[src/rtl/cache_axi_rd_arbiter_pkg.sv]
// Shared types and constants for the cache-side AXI read arbiter.
// Contents: FSM state enum, AXI AR encodings and the default line type.
package cache_arb_pkg;

  localparam int unsigned LINE_WORD_NUM_DEF = 4;

  typedef enum logic [1:0] {
    IDLE  = 2'd0,
    AR    = 2'd1,
    RDATA = 2'd2,
    RET   = 2'd3
  } arb_state_t;

  localparam logic [2:0] AXI_SIZE_WORD  = 3'b010;
  localparam logic [1:0] AXI_BURST_INCR = 2'b01;

  typedef logic [32*LINE_WORD_NUM_DEF-1:0] line_t;

endpackage

[src/rtl/cache_axi_rd_arbiter_if.sv]
// AXI4 read address / read data channel bundle.
// master: drives AR fields, arvalid and rready; slave: drives arready and R fields.
interface cache_axi_rd_arbiter_if #(
  parameter int unsigned ID_WIDTH = 4
);
  logic [ID_WIDTH-1:0] arid;
  logic [31:0]         araddr;
  logic [7:0]          arlen;
  logic [2:0]          arsize;
  logic [1:0]          arburst;
  logic                arvalid;
  logic                arready;
  logic [ID_WIDTH-1:0] rid;
  logic [31:0]         rdata;
  logic [1:0]          rresp;
  logic                rlast;
  logic                rvalid;
  logic                rready;

  modport master (
    output arid, araddr, arlen, arsize, arburst, arvalid, rready,
    input  arready, rid, rdata, rresp, rlast, rvalid
  );

  modport slave (
    input  arid, araddr, arlen, arsize, arburst, arvalid, rready,
    output arready, rid, rdata, rresp, rlast, rvalid
  );
endinterface

[src/rtl/cache_axi_rd_arbiter_req_arbiter.sv]
// Request arbiter: picks one requester index from the request vector.
// Ports: req (request levels), grant (winning index), any (some request high);
// with CACHE_ARB_RR_EN also clk/rst_n, update (advance pointer) and last (served index).
// Macro CACHE_ARB_RR_EN selects round-robin; otherwise fixed priority, lowest index wins.
module req_arbiter #(
  parameter int unsigned NUM_REQ = 4,
  parameter int unsigned IDX_W   = 2
) (
`ifdef CACHE_ARB_RR_EN
  input  logic               clk,
  input  logic               rst_n,
  input  logic               update,
  input  logic [IDX_W-1:0]   last,
`endif
  input  logic [NUM_REQ-1:0] req,
  output logic [IDX_W-1:0]   grant,
  output logic               any
);

`ifdef CACHE_ARB_RR_EN
  logic [IDX_W-1:0] ptr;
  logic             found;

  // Pointer starts at the top index so requester 0 is searched first.
  always_ff @(posedge clk or negedge rst_n) begin
    if (!rst_n)      ptr <= IDX_W'(NUM_REQ - 1);
    else if (update) ptr <= last;
  end

  // Search starts one past the last served requester.
  always_comb begin
    grant = '0;
    found = 1'b0;
    any   = |req;
    for (int i = 0; i < int'(NUM_REQ); i++) begin
      if (!found && req[IDX_W'((int'(ptr) + 1 + i) % int'(NUM_REQ))]) begin
        grant = IDX_W'((int'(ptr) + 1 + i) % int'(NUM_REQ));
        found = 1'b1;
      end
    end
  end
`else
  // Scan high to low so the lowest requesting index is the final winner.
  always_comb begin
    grant = '0;
    any   = |req;
    for (int i = int'(NUM_REQ) - 1; i >= 0; i--) begin
      if (req[IDX_W'(i)]) grant = IDX_W'(i);
    end
  end
`endif

endmodule

[src/rtl/cache_axi_rd_arbiter.sv]
// Shares one AXI4 read channel among cache read requesters (one transaction at a time).
// Ports: clk, resetn (async active-low); rd_req/rd_addr/rd_line per requester;
// rd_rdy (AR accepted pulse), ret_valid (return pulse), ret_data (shared line);
// axi (AXI AR/R master).
// Macro CACHE_ARB_RR_EN enables round-robin arbitration in req_arbiter.
module cache_axi_rd_arbiter
  import cache_arb_pkg::*;
#(
  parameter int unsigned NUM_REQ       = 4,
  parameter int unsigned LINE_WORD_NUM = LINE_WORD_NUM_DEF,
  parameter int unsigned ID_WIDTH      = 4
) (
  input  logic                          clk,
  input  logic                          resetn,
  input  logic [NUM_REQ-1:0]            rd_req,
  input  logic [NUM_REQ-1:0][31:0]      rd_addr,
  input  logic [NUM_REQ-1:0]            rd_line,
  output logic [NUM_REQ-1:0]            rd_rdy,
  output logic [NUM_REQ-1:0]            ret_valid,
  output logic [32*LINE_WORD_NUM-1:0]   ret_data,
  cache_axi_rd_arbiter_if.master        axi
);

  localparam int unsigned IDX_W  = (NUM_REQ > 1) ? $clog2(NUM_REQ) : 1;
  localparam int unsigned BEAT_W = (LINE_WORD_NUM > 1) ? $clog2(LINE_WORD_NUM) : 1;

  arb_state_t                          state, state_nxt;
  logic [IDX_W-1:0]                    grant_q, grant_c;
  logic                                any_c;
  logic [BEAT_W-1:0]                   beat;
  logic [LINE_WORD_NUM-1:0][31:0]      line_buf, buf_nxt;
  logic                                ar_hs;
  logic                                unused_axi;

  req_arbiter #(
    .NUM_REQ (NUM_REQ),
    .IDX_W   (IDX_W)
  ) u_arb (
`ifdef CACHE_ARB_RR_EN
    .clk     (clk),
    .rst_n   (resetn),
    .update  (state == RET),
    .last    (grant_q),
`endif
    .req     (rd_req),
    .grant   (grant_c),
    .any     (any_c)
  );

  assign ar_hs       = axi.arvalid && axi.arready;
  assign axi.arsize  = AXI_SIZE_WORD;
  assign axi.arburst = AXI_BURST_INCR;
  // The requester must see acceptance in the handshake cycle itself.
  assign rd_rdy      = ar_hs ? (NUM_REQ'(1) << grant_q) : '0;
  // ID and response are passed through unchecked.
  assign unused_axi  = ^{axi.rid, axi.rresp};

  // State register.
  always_ff @(posedge clk or negedge resetn) begin
    if (!resetn) state <= IDLE;
    else         state <= state_nxt;
  end

  // Next state and line-buffer update.
  always_comb begin
    state_nxt = state;
    buf_nxt   = line_buf;
    case (state)
      IDLE:  if (any_c) state_nxt = AR;
      AR:    if (ar_hs) state_nxt = RDATA;
      RDATA: begin
        if (axi.rvalid) begin
          buf_nxt[beat] = axi.rdata;
          if (axi.rlast) state_nxt = RET;
        end
      end
      RET:   state_nxt = IDLE;
      default: state_nxt = IDLE;
    endcase
  end

  // Registered outputs, AR fields and datapath.
  always_ff @(posedge clk or negedge resetn) begin
    if (!resetn) begin
      grant_q     <= '0;
      axi.arid    <= '0;
      axi.araddr  <= '0;
      axi.arlen   <= '0;
      axi.arvalid <= 1'b0;
      axi.rready  <= 1'b0;
      ret_valid   <= '0;
      ret_data    <= '0;
      line_buf    <= '0;
      beat        <= '0;
    end else begin
      axi.arvalid <= (state_nxt == AR);
      axi.rready  <= (state_nxt == RDATA);
      ret_valid   <= (state_nxt == RET) ? (NUM_REQ'(1) << grant_q) : '0;
      line_buf    <= buf_nxt;
      // ret_data captures the final beat directly so it is valid in RET.
      if (state_nxt == RET) ret_data <= buf_nxt;
      // AR fields are latched once at grant and stay stable until arready.
      if (state == IDLE && any_c) begin
        grant_q    <= grant_c;
        axi.arid   <= ID_WIDTH'(grant_c);
        if (rd_line[grant_c]) begin
          axi.araddr <= rd_addr[grant_c] & ~32'(4 * LINE_WORD_NUM - 1);
          axi.arlen  <= 8'(LINE_WORD_NUM - 1);
        end else begin
          axi.araddr <= rd_addr[grant_c] & ~32'h3;
          axi.arlen  <= 8'd0;
        end
      end
      if (state == AR && ar_hs) begin
        beat <= '0;
      end else if (state == RDATA && axi.rvalid) begin
        beat <= (beat == BEAT_W'(LINE_WORD_NUM - 1)) ? '0 : beat + BEAT_W'(1);
      end
    end
  end

endmodule

[src/flat_wrapper.sv]
// flat-port wrapper written by rule: the top's interface ports become plain ports
module cache_axi_rd_arbiter_flat import cache_arb_pkg::*;
#(
  parameter int unsigned NUM_REQ       = 4,
  parameter int unsigned LINE_WORD_NUM = LINE_WORD_NUM_DEF,
  parameter int unsigned ID_WIDTH      = 4
)
  (clk, resetn, rd_req, rd_addr, rd_line, rd_rdy, ret_valid, ret_data, axi_arid, axi_araddr, axi_arlen, axi_arsize, axi_arburst, axi_arvalid, axi_rready, axi_arready, axi_rid, axi_rdata, axi_rresp, axi_rlast, axi_rvalid);
  cache_axi_rd_arbiter_if #(.ID_WIDTH(ID_WIDTH)) axi_i ();
  input  logic clk;
  input  logic resetn;
  input  logic [NUM_REQ-1:0] rd_req;
  input  logic [NUM_REQ-1:0][31:0] rd_addr;
  input  logic [NUM_REQ-1:0] rd_line;
  output logic [NUM_REQ-1:0] rd_rdy;
  output logic [NUM_REQ-1:0] ret_valid;
  output logic [32*LINE_WORD_NUM-1:0] ret_data;
  output wire logic [$bits(axi_i.arid)-1:0] axi_arid;
  output wire logic [$bits(axi_i.araddr)-1:0] axi_araddr;
  output wire logic [$bits(axi_i.arlen)-1:0] axi_arlen;
  output wire logic [$bits(axi_i.arsize)-1:0] axi_arsize;
  output wire logic [$bits(axi_i.arburst)-1:0] axi_arburst;
  output wire logic [$bits(axi_i.arvalid)-1:0] axi_arvalid;
  output wire logic [$bits(axi_i.rready)-1:0] axi_rready;
  input wire logic [$bits(axi_i.arready)-1:0] axi_arready;
  input wire logic [$bits(axi_i.rid)-1:0] axi_rid;
  input wire logic [$bits(axi_i.rdata)-1:0] axi_rdata;
  input wire logic [$bits(axi_i.rresp)-1:0] axi_rresp;
  input wire logic [$bits(axi_i.rlast)-1:0] axi_rlast;
  input wire logic [$bits(axi_i.rvalid)-1:0] axi_rvalid;
  assign axi_arid = axi_i.arid;
  assign axi_araddr = axi_i.araddr;
  assign axi_arlen = axi_i.arlen;
  assign axi_arsize = axi_i.arsize;
  assign axi_arburst = axi_i.arburst;
  assign axi_arvalid = axi_i.arvalid;
  assign axi_rready = axi_i.rready;
  assign axi_i.arready = axi_arready;
  assign axi_i.rid = axi_rid;
  assign axi_i.rdata = axi_rdata;
  assign axi_i.rresp = axi_rresp;
  assign axi_i.rlast = axi_rlast;
  assign axi_i.rvalid = axi_rvalid;
  cache_axi_rd_arbiter #(.NUM_REQ(NUM_REQ), .LINE_WORD_NUM(LINE_WORD_NUM), .ID_WIDTH(ID_WIDTH)) u_core (.clk(clk), .resetn(resetn), .rd_req(rd_req), .rd_addr(rd_addr), .rd_line(rd_line), .rd_rdy(rd_rdy), .ret_valid(ret_valid), .ret_data(ret_data), .axi(axi_i));
endmodule
[config.mk]
export PLATFORM = sky130hd
export DESIGN_NAME = cache_axi_rd_arbiter_flat
export DESIGN_NICKNAME = d
export VERILOG_FILES = /design/src/rtl/cache_axi_rd_arbiter_pkg.sv /design/src/rtl/cache_axi_rd_arbiter_if.sv /design/src/rtl/cache_axi_rd_arbiter_req_arbiter.sv /design/src/rtl/cache_axi_rd_arbiter.sv /design/src/flat_wrapper.sv
export SDC_FILE = /design/constraint.sdc
export NUM_CORES = 1
export LEC_CHECK = 0
export ABC_CLOCK_PERIOD_IN_PS = 2000
export CORE_MARGIN = 10
export CORE_UTILIZATION = 35
export DETAILED_ROUTE_END_ITERATION = 12
export SETUP_SLACK_MARGIN = 0.1
export SYNTH_ARGS = -nofsm -noshare
export SYNTH_HDL_FRONTEND = slang
export SYNTH_SLANG_ARGS = --single-unit
[constraint.sdc]
create_clock -name clk -period 2 [get_ports clk]
set_input_delay 0.4 -clock clk [delete_from_list [all_inputs] [get_ports clk]]
set_output_delay 0.4 -clock clk [all_outputs]
set_load 0.02 [all_outputs]
## Word level (Yosys, flattened, before mapping)

Index checks and enable logic that the tools add are counted.

- Add/sub/neg operators: 1
- Multipliers: 0
- Div/mod/pow operators: 0
- $lt $le $gt $ge: 3
- Eq/ne operators: 7
- Shifts and indexed selects: 1
- Mux-type cells: 23
- Bitwise logic cells: 0
- Reductions and logical operators: 8

Operators by type and width:

| kind | number |
|---|---|
| $mux W128 | 2 |
| $bwmux W128 | 1 |
| $bmux W32 S2 | 1 |
| $demux W32 S2 | 1 |
| $mux W32 | 2 |
| $mux W2 | 10 |
| $mux W4 | 3 |
| $eq A2 B2 Y1 const B | 5 |
| $pmux W2 S4 | 1 |
| $lt A2 B3 Y1 const B | 2 |
| $logic_and A1 B1 Y1 | 5 |
| $eq A2 B1 Y1 const B | 2 |
| $reduce_or A4 Y1 | 1 |
| $shl A1 B2 Y4 const A | 1 |
| $add A2 B1 Y2 const B | 1 |
| $bmux W1 S2 | 1 |
| $ge A2 B1 Y1 const B | 1 |
| $logic_not A2 Y1 | 1 |
| $reduce_bool A2 Y1 | 1 |
| $mux W1 | 1 |

- Bits in registers: 308
- Latch bits: 0
- Memory bits (writable): 0
- Memory bits (read-only): 0
- Output and inout port bits: 187
- Logic and storage cells: 56
- Memories kept: 0

## Logic depth before layout (Yosys ltp)

Gate-level depths: netlist (run 1).

- Depth in word-level cells: 7
- Depth in mapped cells: 7

## Hierarchy

Synthesis (run 1) repeated with hierarchy kept, for this count alone.

- Cells, all modules: 1011
- Area, all modules: 13177.6 sq um

Modules (own cells, without submodules):

| module | instances | cells each | area each (sq um) | seq. area each (sq um) |
|---|---|---|---|---|
| cache_axi_rd_arbiter | 1 | 1007 | 13155.1 | 7482.2 |
| req_arbiter | 1 | 4 | 22.5 | 0.0 |

## Worst setup path before layout (run 1)

No wires, ideal clock.

- Path kind: input-to-reg
- From: input port rd_req[0]
- To: register u_core.axi.araddr[2]
- Library setup time: 125 ps
- Arrival time: 1582 ps
- Data required time: 1875 ps
- Slack: 293 ps
- Stages: 5
- Path buffers: 2
- Cell sequence: buf_2 or4_4 buf_6 nand2_2 mux2_2

- Cells in the longest elaborated chain, start to end: 4
- Elaborated cells between the ends (all ways): 8
- Those cells by class: mux: 6; reduce/logical: 2

RTL lines:

| what | RTL line | text |
|---|---|---|
| start: declaration | flat_wrapper.sv:12 | `input logic [NUM_REQ-1:0] rd_req;` |
| $mux W2 | cache_axi_rd_arbiter_req_arbiter.sv:48 | `if (req[IDX_W'(i)]) grant = IDX_W'(i);` |
| $bmux W32 S2 or $bmux W1 S2 (tied branches) | cache_axi_rd_arbiter.sv:110, cache_axi_rd_arbiter.sv:106 |  |
| $mux W32 (implied by the code) or $mux W1 (tied branches) | cache_axi_rd_arbiter.sv:110, cache_axi_rd_arbiter.sv:106 |  |
| $mux W4 | cache_axi_rd_arbiter.sv:106 | `if (rd_line[grant_c]) begin` |
| end signal: assignment | cache_axi_rd_arbiter.sv:107 | `axi.araddr <= rd_addr[grant_c] & ~32'(4 * LINE_WORD_NUM - 1);` |
| end signal: assignment | cache_axi_rd_arbiter.sv:110 | `axi.araddr <= rd_addr[grant_c] & ~32'h3;` |
| end: declaration | cache_axi_rd_arbiter_if.sv:21 | `output arid, araddr, arlen, arsize, arburst, arvalid, rready,` |

Several ways; a longest one is shown, not always the timed one. The select of a mux whose other input is x is not followed.
A chain may end at the register's enable or synchronous reset.

## Worst setup path after layout (run 1)

- From: register u_core.ret_data[99]
- To: output port ret_data[99]

RTL lines:

| what | RTL line | text |
|---|---|---|
| start: declaration | cache_axi_rd_arbiter.sv:20 | `output logic [32*LINE_WORD_NUM-1:0] ret_data,` |
| start signal: assignment | cache_axi_rd_arbiter.sv:101 | `if (state_nxt == RET) ret_data <= buf_nxt;` |
| end: declaration | flat_wrapper.sv:17 | `output logic [32*LINE_WORD_NUM-1:0] ret_data;` |

No word-level cell between the ends.

==> results of run 1 <==
-- report_power, final --
part	leakage (nW)	switching, mW	internal, mW
Sequential	3.91	0.953	7.80
Combinational	4.41	4.15	3.54
Clock	0.544	2.39	3.73
Total	8.87	7.50	15.1
-- synth_stat cells --
| library cell | instances | area [sq um] |
|---|---|---|
| nor3_1 | 1 | 5.00 |
| nor2b_1 | 1 | 6.26 |
| clkbuf_1 | 29 | 109 |
| nand2_2 | 1 | 6.26 |
| nand4b_1 | 2 | 17.5 |
| a21oi_1 | 29 | 145 |
| o21a_1 | 1 | 7.51 |
| buf_6 | 4 | 45.0 |
| buf_4 | 21 | 158 |
| o21ai_0 | 131 | 656 |
| clkbuf_2 | 1 | 5.00 |
| dfrtp_1 | 296 | 7410 |
| or4_4 | 1 | 11.3 |
| nand2_1 | 134 | 503 |
| ha_1 | 4 | 50.1 |
| buf_1 | 4 | 15.0 |
| inv_1 | 4 | 15.0 |
| mux2_2 | 132 | 1490 |
| mux2i_1 | 161 | 1610 |
| conb_1 | 2 | 7.51 |
| and3b_1 | 1 | 8.76 |
| nor2_1 | 7 | 26.3 |
| and2_1 | 1 | 6.26 |
| and3_1 | 2 | 12.5 |
| a31oi_1 | 29 | 181 |
| buf_2 | 36 | 180 |
-- timing repair --
item	CTS	global route
resized for setup	98	61
pin swaps	0	0
hold endpoints to repair	39	0
hold buffers	1	0
endpoints found under the setup margin	98	60
-- cells by family after synthesis --
| logic type | count (synthesis) | synth area share |
|---|---|---|
| other | 2 | 0.000592 |
| AND/OR/NAND/NOR | 151 | 0.0476 |
| adder cells (fa/ha/maj) | 4 | 0.00395 |
| flip-flops | 296 | 0.584 |
| AO/OA/AOI/OAI | 190 | 0.0780 |
| multiplexers | 293 | 0.244 |
| buffers and inverters | 99 | 0.0415 |
-- worst reg2reg max path, cell delays in order (launching register included) --
cell and delay [ns]:
dfrtp_1 0.51, and3b_1 0.31, nand2_2 0.14, buf_12 0.21, mux2_2 0.38
-- layer usage --
metal	vias up	global-route usage	share of wire	wire length, um
li1	4133	-	-	-
met1	4262	0.192	0.44	14800
met2	203	0.241	0.47	15800
met3	40	0.0473	0.068	2280
met4	0	0.0360	0.017	565
met5	-	0	0	0
-- path summary, 6_finish.rpt --
kind                                                 start                           endpoint
min in group clk                                 rd_req[0]   u_core.axi.araddr[3]$_DFFE_PN0P_
hold reg to reg            u_core.ret_data[63]$_DFFE_PN0N_    u_core.ret_data[63]$_DFFE_PN0N_
setup / recovery           u_core.ret_data[99]$_DFFE_PN0N_                       ret_data[99]
setup reg to reg                 u_core.state[0]$_DFF_PN0_      u_core.line_buf[20]$_DFF_PN0_
max in group asynchronous                           resetn  u_core.axi.araddr[20]$_DFFE_PN0P_
hold / removal                                      resetn    u_core.ret_data[81]$_DFFE_PN0N_
-- area by class of cell --
type                    count  share of cell area
well taps                 461              0.0335
clock inverters             5             0.00291
inverters                   4            0.000872
repair buffers            311               0.190
clock buffers              51              0.0609
flip-flops and latches    296               0.430
multi-input cells         658               0.281
-- stage by stage --
step	setup TNS, ns	power (mW)	cell area [sq um]	cells
2_1_floorplan	0	13.5	12700	1053
3_3_place_gp	-0.0923	17.1	16100	1729
3_5_place_dp	-0.112	17.2	16100	1729
4_1_cts	0	23.0	17100	1786
5_1_grt	0	24.0	17200	1786
6_report	0	22.6	17200	1786
-- registers in the layout (all words and copies together), names as in the netlist --
| signal | cells |
|---|---|
| u_core.ret_valid | 2 |
| u_core.axi.arid | 1 |
| u_core.axi.arlen | 1 |
| u_core.state | 2 |
| u_core.axi.araddr | 30 |
| u_core.axi.rready | 1 |
| u_core.ret_data | 128 |
| u_core.line_buf | 128 |
| u_core.beat | 2 |
| u_core.axi.arvalid | 1 |
-- cell usage in the layout, fill, tap and decap left out, types with 2 or more instances in the layout --
cell,n
a21oi_1,29
a31oi_1,29
and3_1,2
buf_12,19
buf_4,22
clkbuf_1,7
clkbuf_16,37
clkbuf_8,7
clkdlybuf4s50_1,111
clkinv_2,4
conb_1,20
dfrtp_1,296
dlygate4sd2_1,96
dlymetal6s2s_1,58
ha_2,4
inv_1,4
mux2_2,132
mux2i_1,161
nand2_1,130
nand2_2,5
nand4b_1,2
nor2_1,6
o21ai_0,131
==> results.json, run 1 <==
{
  "endpoint_kind": "output pin",
  "grt_max_degree": 114,
  "post-place-ws_ns": -0.0615,
  "initial_utilization": 0.356,
  "vias_per_cell": 4.84,
  "p_leak_nw": 8.87,
  "clk_latency_ns": 0.50,
  "r2r_cells": 4,
  "grt_pass1_vias": 9029,
  "grt_pass1_wl_um": 53000,
  "min_path_type": "in2async",
  "fin_nets": 1488,
  "path_max_fanout": 2,
  "design.core.area_sq_mm": 0.0357,
  "crit_chain": "clkdlybuf4s50_1",
  "cts_buffers": 34,
  "path_class": "reg2out",
  "routedWlPerCell_um": 18.8,
  "tightest_slew_ns": 0.502,
  "globalplace.congestion": 0.724,
  "max-vdd-ir-drop_mv": 0.682,
  "fin_crit_sh": 0.927,
  "slowest_delay_ns": 0.62,
  "drv_slew": 0,
  "clock_tree.buffer_depth": 3,
  "area.growth.synth_to_final_pct": 35.7,
  "fin_util": 0.483,
  "die_width_um": 210,
  "crit_family": "buffers and inverters",
  "drive_gt1_frac": 0.178,
  "slew_headroom": 0.665,
  "clk_pin_slew_ns": 0.06,
  "fin_ws_ns": 0.147,
  "drt_wl_total_um": 33500,
  "hold_viol": 0,
  "pin_count": 366,
  "finalSetupViolations": 0,
  "die_h_um": 210,
  "layout_min_cycle_time_ns": 1.85,
  "finClkSkew_ns": 0.00620,
  "htreeDepth": 2,
  "ys_types": 26,
  "rsz0062_at_grt": "no",
  "critPathLaunchType": "register",
  "num-fill-cells": 3338,
  "p_per_area_mw_per_mm2": 1310,
  "hpwl_um": 23000,
  "cp.depth": 1,
  "critical_path_required_ns": 1.60,
  "seq_area_sq_mm": 0.00741,
  "die-area_sq_mm": 0.0442,
  "ys_seq_area_frac": 0.584,
  "antenna_found_initial": 0,
  "grt_overflow": 0,
  "synthCells": 1035,
  "cts.sink_count": 296,
  "post_cts_buffers": 0,
  "port_buffers": 269,
  "worst_path_max_delay_cell": "clkdlybuf4s50_1",
  "multi_input_area_sq_mm": 0.00484,
  "rows": 69,
  "reg2reg_slack_ns": 0.33,
  "drv_cap": 0,
  "yosys_register_bits": 296,
  "synth_area_sq_mm": 0.0127,
  "firstDrtPassIters": 4,
  "postRouteAntennaNets": 0,
  "cts_root_buffer": "clkbuf_16",
  "hold_slack_ns": 0.416,
  "ys_warn_count": 0,
  "cp.arrival_ns": 1.45,
  "grt.total_usage": 0.150,
  "drc_errors": 0,
  "antennaDiodeCount": 0,
  "cts_tree": "done",
  "path_buf_inv": 1,
  "fmax_ghz": 0.540,
  "drt_iter0_drc": 346,
  "status": "complete, no violations",
  "syn_area_per_cell_sq_um": 12.3,
  "vias": 8638
}
(Power assumes the default switching activity.)
==> inputs of run 2 (changes only) <==
--- a/config.mk
+++ b/config.mk
@@ -6,7 +6,6 @@
 export NUM_CORES = 1
 export LEC_CHECK = 0
 export ABC_CLOCK_PERIOD_IN_PS = 2000
-export CORE_MARGIN = 10
 export CORE_UTILIZATION = 35
 export DETAILED_ROUTE_END_ITERATION = 12
 export SETUP_SLACK_MARGIN = 0.1
==> run 2 against run 1 <==
Via count decreased by 0.63%; flip-flop and latch count did not move; setup slack worse by 0.017 ns; highest routed layer unchanged; final area rose by 0.34%; utilization rose by 0.28 points; register-to-register slack got worse by 0.06 ns; sequential share of layout area fell by 0.15 points; critical path depth is 2 higher; fmax shrank 0.92%.
==> results.json, run 2 (same netlist as run 1, synthesis figures left out) <==
{
  "drv_slew": 0,
  "die_h_um": 192,
  "design.core.area_sq_mm": 0.0356,
  "path_max_fanout": 4,
  "vias_per_cell": 4.79,
  "dr_wl_met3_um": 1670,
  "die-area_sq_mm": 0.0370,
  "wl_met1_um": 14000,
  "clk_pin_slew_ns": 0.06,
  "fin_nets": 1488,
  "crit_chain": "inv_1 > and3_1 > clkdlybuf4s15_1",
  "top_layer_used": "met4",
  "p_switching_mw": 7.46,
  "rr_startpoint": "u_core.state[0]$_DFF_PN0_",
  "seqPwrFrac": 0.388,
  "status": "complete, no violations",
  "wl_met2_um": 14400,
  "routedWlPerCell_um": 17.1,
  "p_sw_frac": 0.330,
  "drive_gt1_frac": 0.179,
  "fin_crit_sh": 0.935,
  "top_regs": "u_core.line_buf x128, u_core.ret_data x128, u_core.axi.araddr x30",
  "pwr-share-comb": 0.343,
  "p_leak_nw": 8.75,
  "globalplace.congestion": 0.714,
  "pin_count": 366,
  "clock_tree.buffer_depth": 3,
  "drv_cap": 0,
  "finalSetupViolations": 0,
  "antenna_found_initial": 0,
  "fmax_ghz": 0.535,
  "grt.total_usage": 0.167,
  "final_common_cell": "dfrtp_1",
  "die_width_um": 192,
  "tns_ns": 0,
  "critical_path_required_ns": 1.60,
  "firstDrtPassIters": 4,
  "vias": 8584,
  "layout_min_cycle_time_ns": 1.87,
  "crit_family": "flip-flops",
  "drc_errors": 0,
  "postRouteAntennaNets": 0,
  "endpoint_kind": "output pin",
  "area.growth.synth_to_final_pct": 36.2,
  "drt_wl_total_um": 30700,
  "cts_tree": "done",
  "hold_slack_ns": 0.379,
  "htreeDepth": 2,
  "most-common-layout-cells": "296 x dfrtp_1, 161 x mux2i_1, 138 x clkdlybuf4s50_1",
  "cts_buffers": 35,
  "hpwl_um": 20700,
  "grt_pass1_vias": 8549,
  "cts_root_buffer": "clkbuf_16",
  "power_frac_clock": 0.270,
  "cp.arrival_ns": 1.47,
  "p_int_mw": 15.2,
  "grt_pass1_wl_um": 48200,
  "cp-startpoint": "u_core.axi.arid[0]$_DFFE_PN0P_",
  "path_buf_inv": 2,
  "hold_viol": 0,
  "clk_latency_ns": 0.50,
  "cts.sink_count": 296,
  "worst_path_max_delay_cell": "dfrtp_1",
  "grt_overflow": 0,
  "max-vdd-ir-drop_mv": 0.597,
  "rows": 69,
  "antennaDiodeCount": 0,
  "grt_max_degree": 130,
  "min_path_type": "in2async",
  "p_per_area_mw_per_mm2": 1310,
  "finClkSkew_ns": 0.0178,
  "critPathLaunchType": "register",
  "rsz0062_at_grt": "yes",
  "drt_iter0_drc": 300,
  "initial_utilization": 0.357,
  "path_class": "reg2out",
  "port_buffers": 269,
  "slowest_delay_ns": 0.41
}
## run 2: layout make-up
cell class / instances / area (sq um)
sequential: 296 / 7410
clock buffer: 56 / 1090
inverter: 4 / 15.0
tap: 461 / 577
clock inverter: 7 / 35.0
fill: 3337 / 18300
timing repair buffer: 310 / 3300
multi-input combinational: 658 / 4840
## run 2: repair_timing
item,in CTS,in global routing
setup buffers,0,0
setup endpoints to repair,71,61
endpoints found under the hold margin,27,0
gates resized for setup,70,61
hold buffers,1,0
gates cloned,0,0
## run 2: per-stage QoR
stage | util | area, sq um | setup slack, ns | total power, mW | instances
floorplan | - | 12700 | 0.293 | 13.5 | 1053
global placement | 0.452 | 16100 | -0.0372 | 17.0 | 1728
detailed placement | 0.452 | 16100 | -0.0782 | 17.1 | 1728
CTS | 0.481 | 17100 | 0.0747 | 23.0 | 1792
global route | 0.485 | 17300 | 0.0590 | 24.0 | 1792
finish | 0.485 | 17300 | 0.129 | 22.6 | 1792
## run 2: path summary, 6_finish.rpt
path / endpoint / slack (ns) / cells past startpoint
setup reg to reg: u_core.line_buf[97]$_DFF_PN0_ / 0.27 / 4
max in group asynchronous: u_core.ret_data[92]$_DFFE_PN0N_ / 0.86 / 4
hold / removal: u_core.line_buf[113]$_DFF_PN0_ / 0.38 / 2
hold reg to reg: u_core.ret_data[67]$_DFFE_PN0N_ / 0.47 / 2
setup / recovery: rd_rdy[0] / 0.13 / 3
min in group clk: u_core.axi.arid[0]$_DFFE_PN0P_ / 0.38 / 3
## run 2: routing by layer
layer	global-route usage	vias up
li1	-	4129
met1	0.226	4209
met2	0.270	208
met3	0.0378	38
met4	0.0397	0
met5	0	-
## run 2: power groups by stage
| stage | Combinational, mW | Clock (mW) | Sequential (mW) |
|---|---|---|---|
| after floorplan | 3.66 | 0 | 9.83 |
| after global placement | 8.14 | 0 | 8.83 |
| after detailed placement | 8.23 | 0 | 8.90 |
| after CTS | 7.94 | 6.30 | 8.80 |
| after global routing | 8.44 | 6.59 | 9.01 |
| final | 7.75 | 6.11 | 8.77 |
## run 2: worst reg2reg max path, cell delays in order, from the launching register on
cell	delay, ns
dfrtp_1	0.48
and3b_1	0.43
nand2_2	0.20
buf_12	0.20
mux2_2	0.29
==> inputs of run 3 (changes only) <==
--- a/config.mk
+++ b/config.mk
@@ -6,9 +6,11 @@
 export NUM_CORES = 1
 export LEC_CHECK = 0
 export ABC_CLOCK_PERIOD_IN_PS = 2000
-export CORE_UTILIZATION = 35
+export CORE_UTILIZATION = 48
 export DETAILED_ROUTE_END_ITERATION = 12
+export PLACE_DENSITY = 0.81
 export SETUP_SLACK_MARGIN = 0.1
+export SKIP_CTS_REPAIR_TIMING = 1
 export SYNTH_ARGS = -nofsm -noshare
 export SYNTH_HDL_FRONTEND = slang
 export SYNTH_SLANG_ARGS = --single-unit
==> run 3 against run 2 <==
Non-clock buffer count grew 2; global-route usage grew 5.6 points; clock-buffer cell count shrank 9; wire length shrank 0.40%; via count grew 3.9%; sequential share of layout area shrank 0.34 points; clock skew shrank 0.010 ns; critical endpoint unchanged; combinational power grew 3.9%.
==> results.json, run 3 (same netlist as run 1, synthesis figures left out) <==
{
  "status": "complete, no violations",
  "crit_chain": "inv_1 > and3_1 > dlymetal6s2s_1",
  "top_regs": "u_core.line_buf x128, u_core.ret_data x128, u_core.axi.araddr x30",
  "die_width_um": 165,
  "min_path_type": "in2reg",
  "drv_slew": 0,
  "p_per_area_mw_per_mm2": 1290,
  "rr_startpoint": "u_core.beat[0]$_DFFE_PN0P_",
  "postRouteAntennaNets": 0,
  "cp.arrival_ns": 1.44,
  "p_sw_frac": 0.331,
  "port_buffers": 269,
  "routedWlPerCell_um": 18.4,
  "clk_latency_ns": 0.55,
  "vias": 8921,
  "slew_headroom": 0.643,
  "p_int_mw": 15.1,
  "firstDrtPassIters": 4,
  "reg2reg_slack_ns": 0.25,
  "path_class": "reg2out",
  "hold_depth": 3,
  "path_max_fanout": 4,
  "cts_root_buffer": "clkbuf_16",
  "design.core.area_sq_mm": 0.0260,
  "antennaDiodeCount": 0,
  "pwr-share-comb": 0.358,
  "p_switching_mw": 7.45,
  "finClkSkew_ns": 0.00736,
  "layout_min_cycle_time_ns": 1.84,
  "fmax_ghz": 0.543,
  "drt_wl_total_um": 30500,
  "grt_overflow": 0,
  "critical_path_required_ns": 1.60,
  "path_buf_inv": 2,
  "dp.cells": 1604,
  "slowest_delay_ns": 0.41,
  "place_area_sq_mm": 0.0160,
  "drv_cap": 0,
  "endpoint_kind": "output pin",
  "cts_tree": "done",
  "fin_crit_sh": 0.921,
  "initial_utilization": 0.488,
  "rows": 59,
  "cts.sink_count": 296,
  "crit_family": "flip-flops",
  "top_usage_layer": "met2",
  "die_h_um": 165,
  "most-common-layout-cells": "296 x dfrtp_1, 167 x dlymetal6s2s_1, 161 x mux2i_1",
  "instances_no_fill": 1661,
  "htreeDepth": 1,
  "use_met1": 0.297,
  "globalplace.congestion": 0.750,
  "grt_pass1_vias": 8994,
  "clock_tree.buffer_depth": 3,
  "hp-start": "rd_req[0]",
  "cts_buffers": 31,
  "critPathLaunchType": "register",
  "hold_end": "u_core.axi.arid[0]$_DFFE_PN0P_",
  "area.growth.synth_to_final_pct": 37.2,
  "p_leak_nw": 10.2,
  "die-area_sq_mm": 0.0271,
  "antenna_found_initial": 0,
  "seqPwrFrac": 0.392,
  "drive_gt1_frac": 0.176,
  "finalSetupViolations": 0,
  "use_met3": 0.0389,
  "max-vdd-ir-drop_mv": 0.859,
  "use_met2": 0.375,
  "grt.total_usage": 0.223,
  "fin_nets": 1486,
  "tightest_slew_ns": 0.535,
  "r2r_cells": 5,
  "final_common_cell": "dfrtp_1",
  "grt_pass1_wl_um": 47500,
  "clk_pin_slew_ns": 0.06,
  "vias_per_cell": 5.37,
  "drc_errors": 0,
  "reg2reg_to": "u_core.ret_data[1]$_DFFE_PN0N_",
  "power_frac_clock": 0.250,
  "num-fill-cells": 1874,
  "worst_path_max_delay_cell": "dfrtp_1",
  "hold_viol": 0,
  "pin_count": 366,
  "hpwl_um": 19800,
  "drt_iter0_drc": 496,
  "rsz0062_at_grt": "yes",
  "grt_max_degree": 62,
  "finish.instance_area_sq_mm": 0.0174
}
run 3: area by class of cell:
cell class	instances	area [sq um]	area share
tap	335	419	0.0241
timing repair buffer	312	3710	0.213
inverter	4	15.0	0.000863
clock inverter	9	103	0.00590
clock buffer	47	906	0.0520
sequential	296	7410	0.426
multi-input combinational	658	4840	0.278
run 3: stage by stage:
stage | worst slack, ns | utilization | setup TNS (ns) | power, mW | hold WS (ns)
floorplan | 0.293 | - | 0 | 13.5 | 0.104
global route | 0.0693 | 0.670 | 0 | 23.7 | 0.263
finish | 0.159 | 0.670 | 0 | 22.5 | 0.273
detailed placement | -0.0743 | 0.615 | -4.52 | 17.1 | 0.401
global placement | -0.0263 | 0.615 | -0.193 | 16.8 | 0.397
CTS | -0.249 | 0.653 | -0.417 | 22.9 | -0.183
run 3: how the worst max path moves through the flow:
stage,startpoint,to,slack [ns],cells past startpoint
floorplan,rd_req[0],u_core.axi.araddr[2]$_DFFE_PN0P_,0.29,5
global placement,axi_arready,rd_rdy[1],-0.03,3
detailed placement,axi_rvalid,u_core.line_buf[89]$_DFF_PN0_,-0.07,5
CTS,u_core.axi.arid[0]$_DFFE_PN0P_,rd_rdy[0],-0.25,3
global route,u_core.axi.arid[0]$_DFFE_PN0P_,rd_rdy[0],0.07,3
finish,u_core.axi.arid[0]$_DFFE_PN0P_,rd_rdy[0],0.16,3
run 3: power by group through the flow:
stage               registers [mW]  logic (mW)  clock network, mW
finish                        8.82        8.05               5.63
global route                  9.02        8.64               5.99
CTS                           8.84        8.27               5.76
detailed placement            8.92        8.22                  0
global placement              8.82        8.03                  0
floorplan                     9.83        3.66                  0
run 3: worst register-to-register path, delay by kind of cell (launching register included):
family / cells / cell delay (ns)
buffers and inverters: 2 / 0.45
AO/OA/AOI/OAI: 1 / 0.13
flip-flops: 1 / 0.44
multiplexers: 1 / 0.27
adder cells (fa/ha/maj): 1 / 0.32
run 3: metal layers:
layer,vias to the layer above,part of all wire
li1,4131,-
met1,4489,0.43
met2,253,0.49
met3,48,0.053
met4,0,0.022
met5,-,0
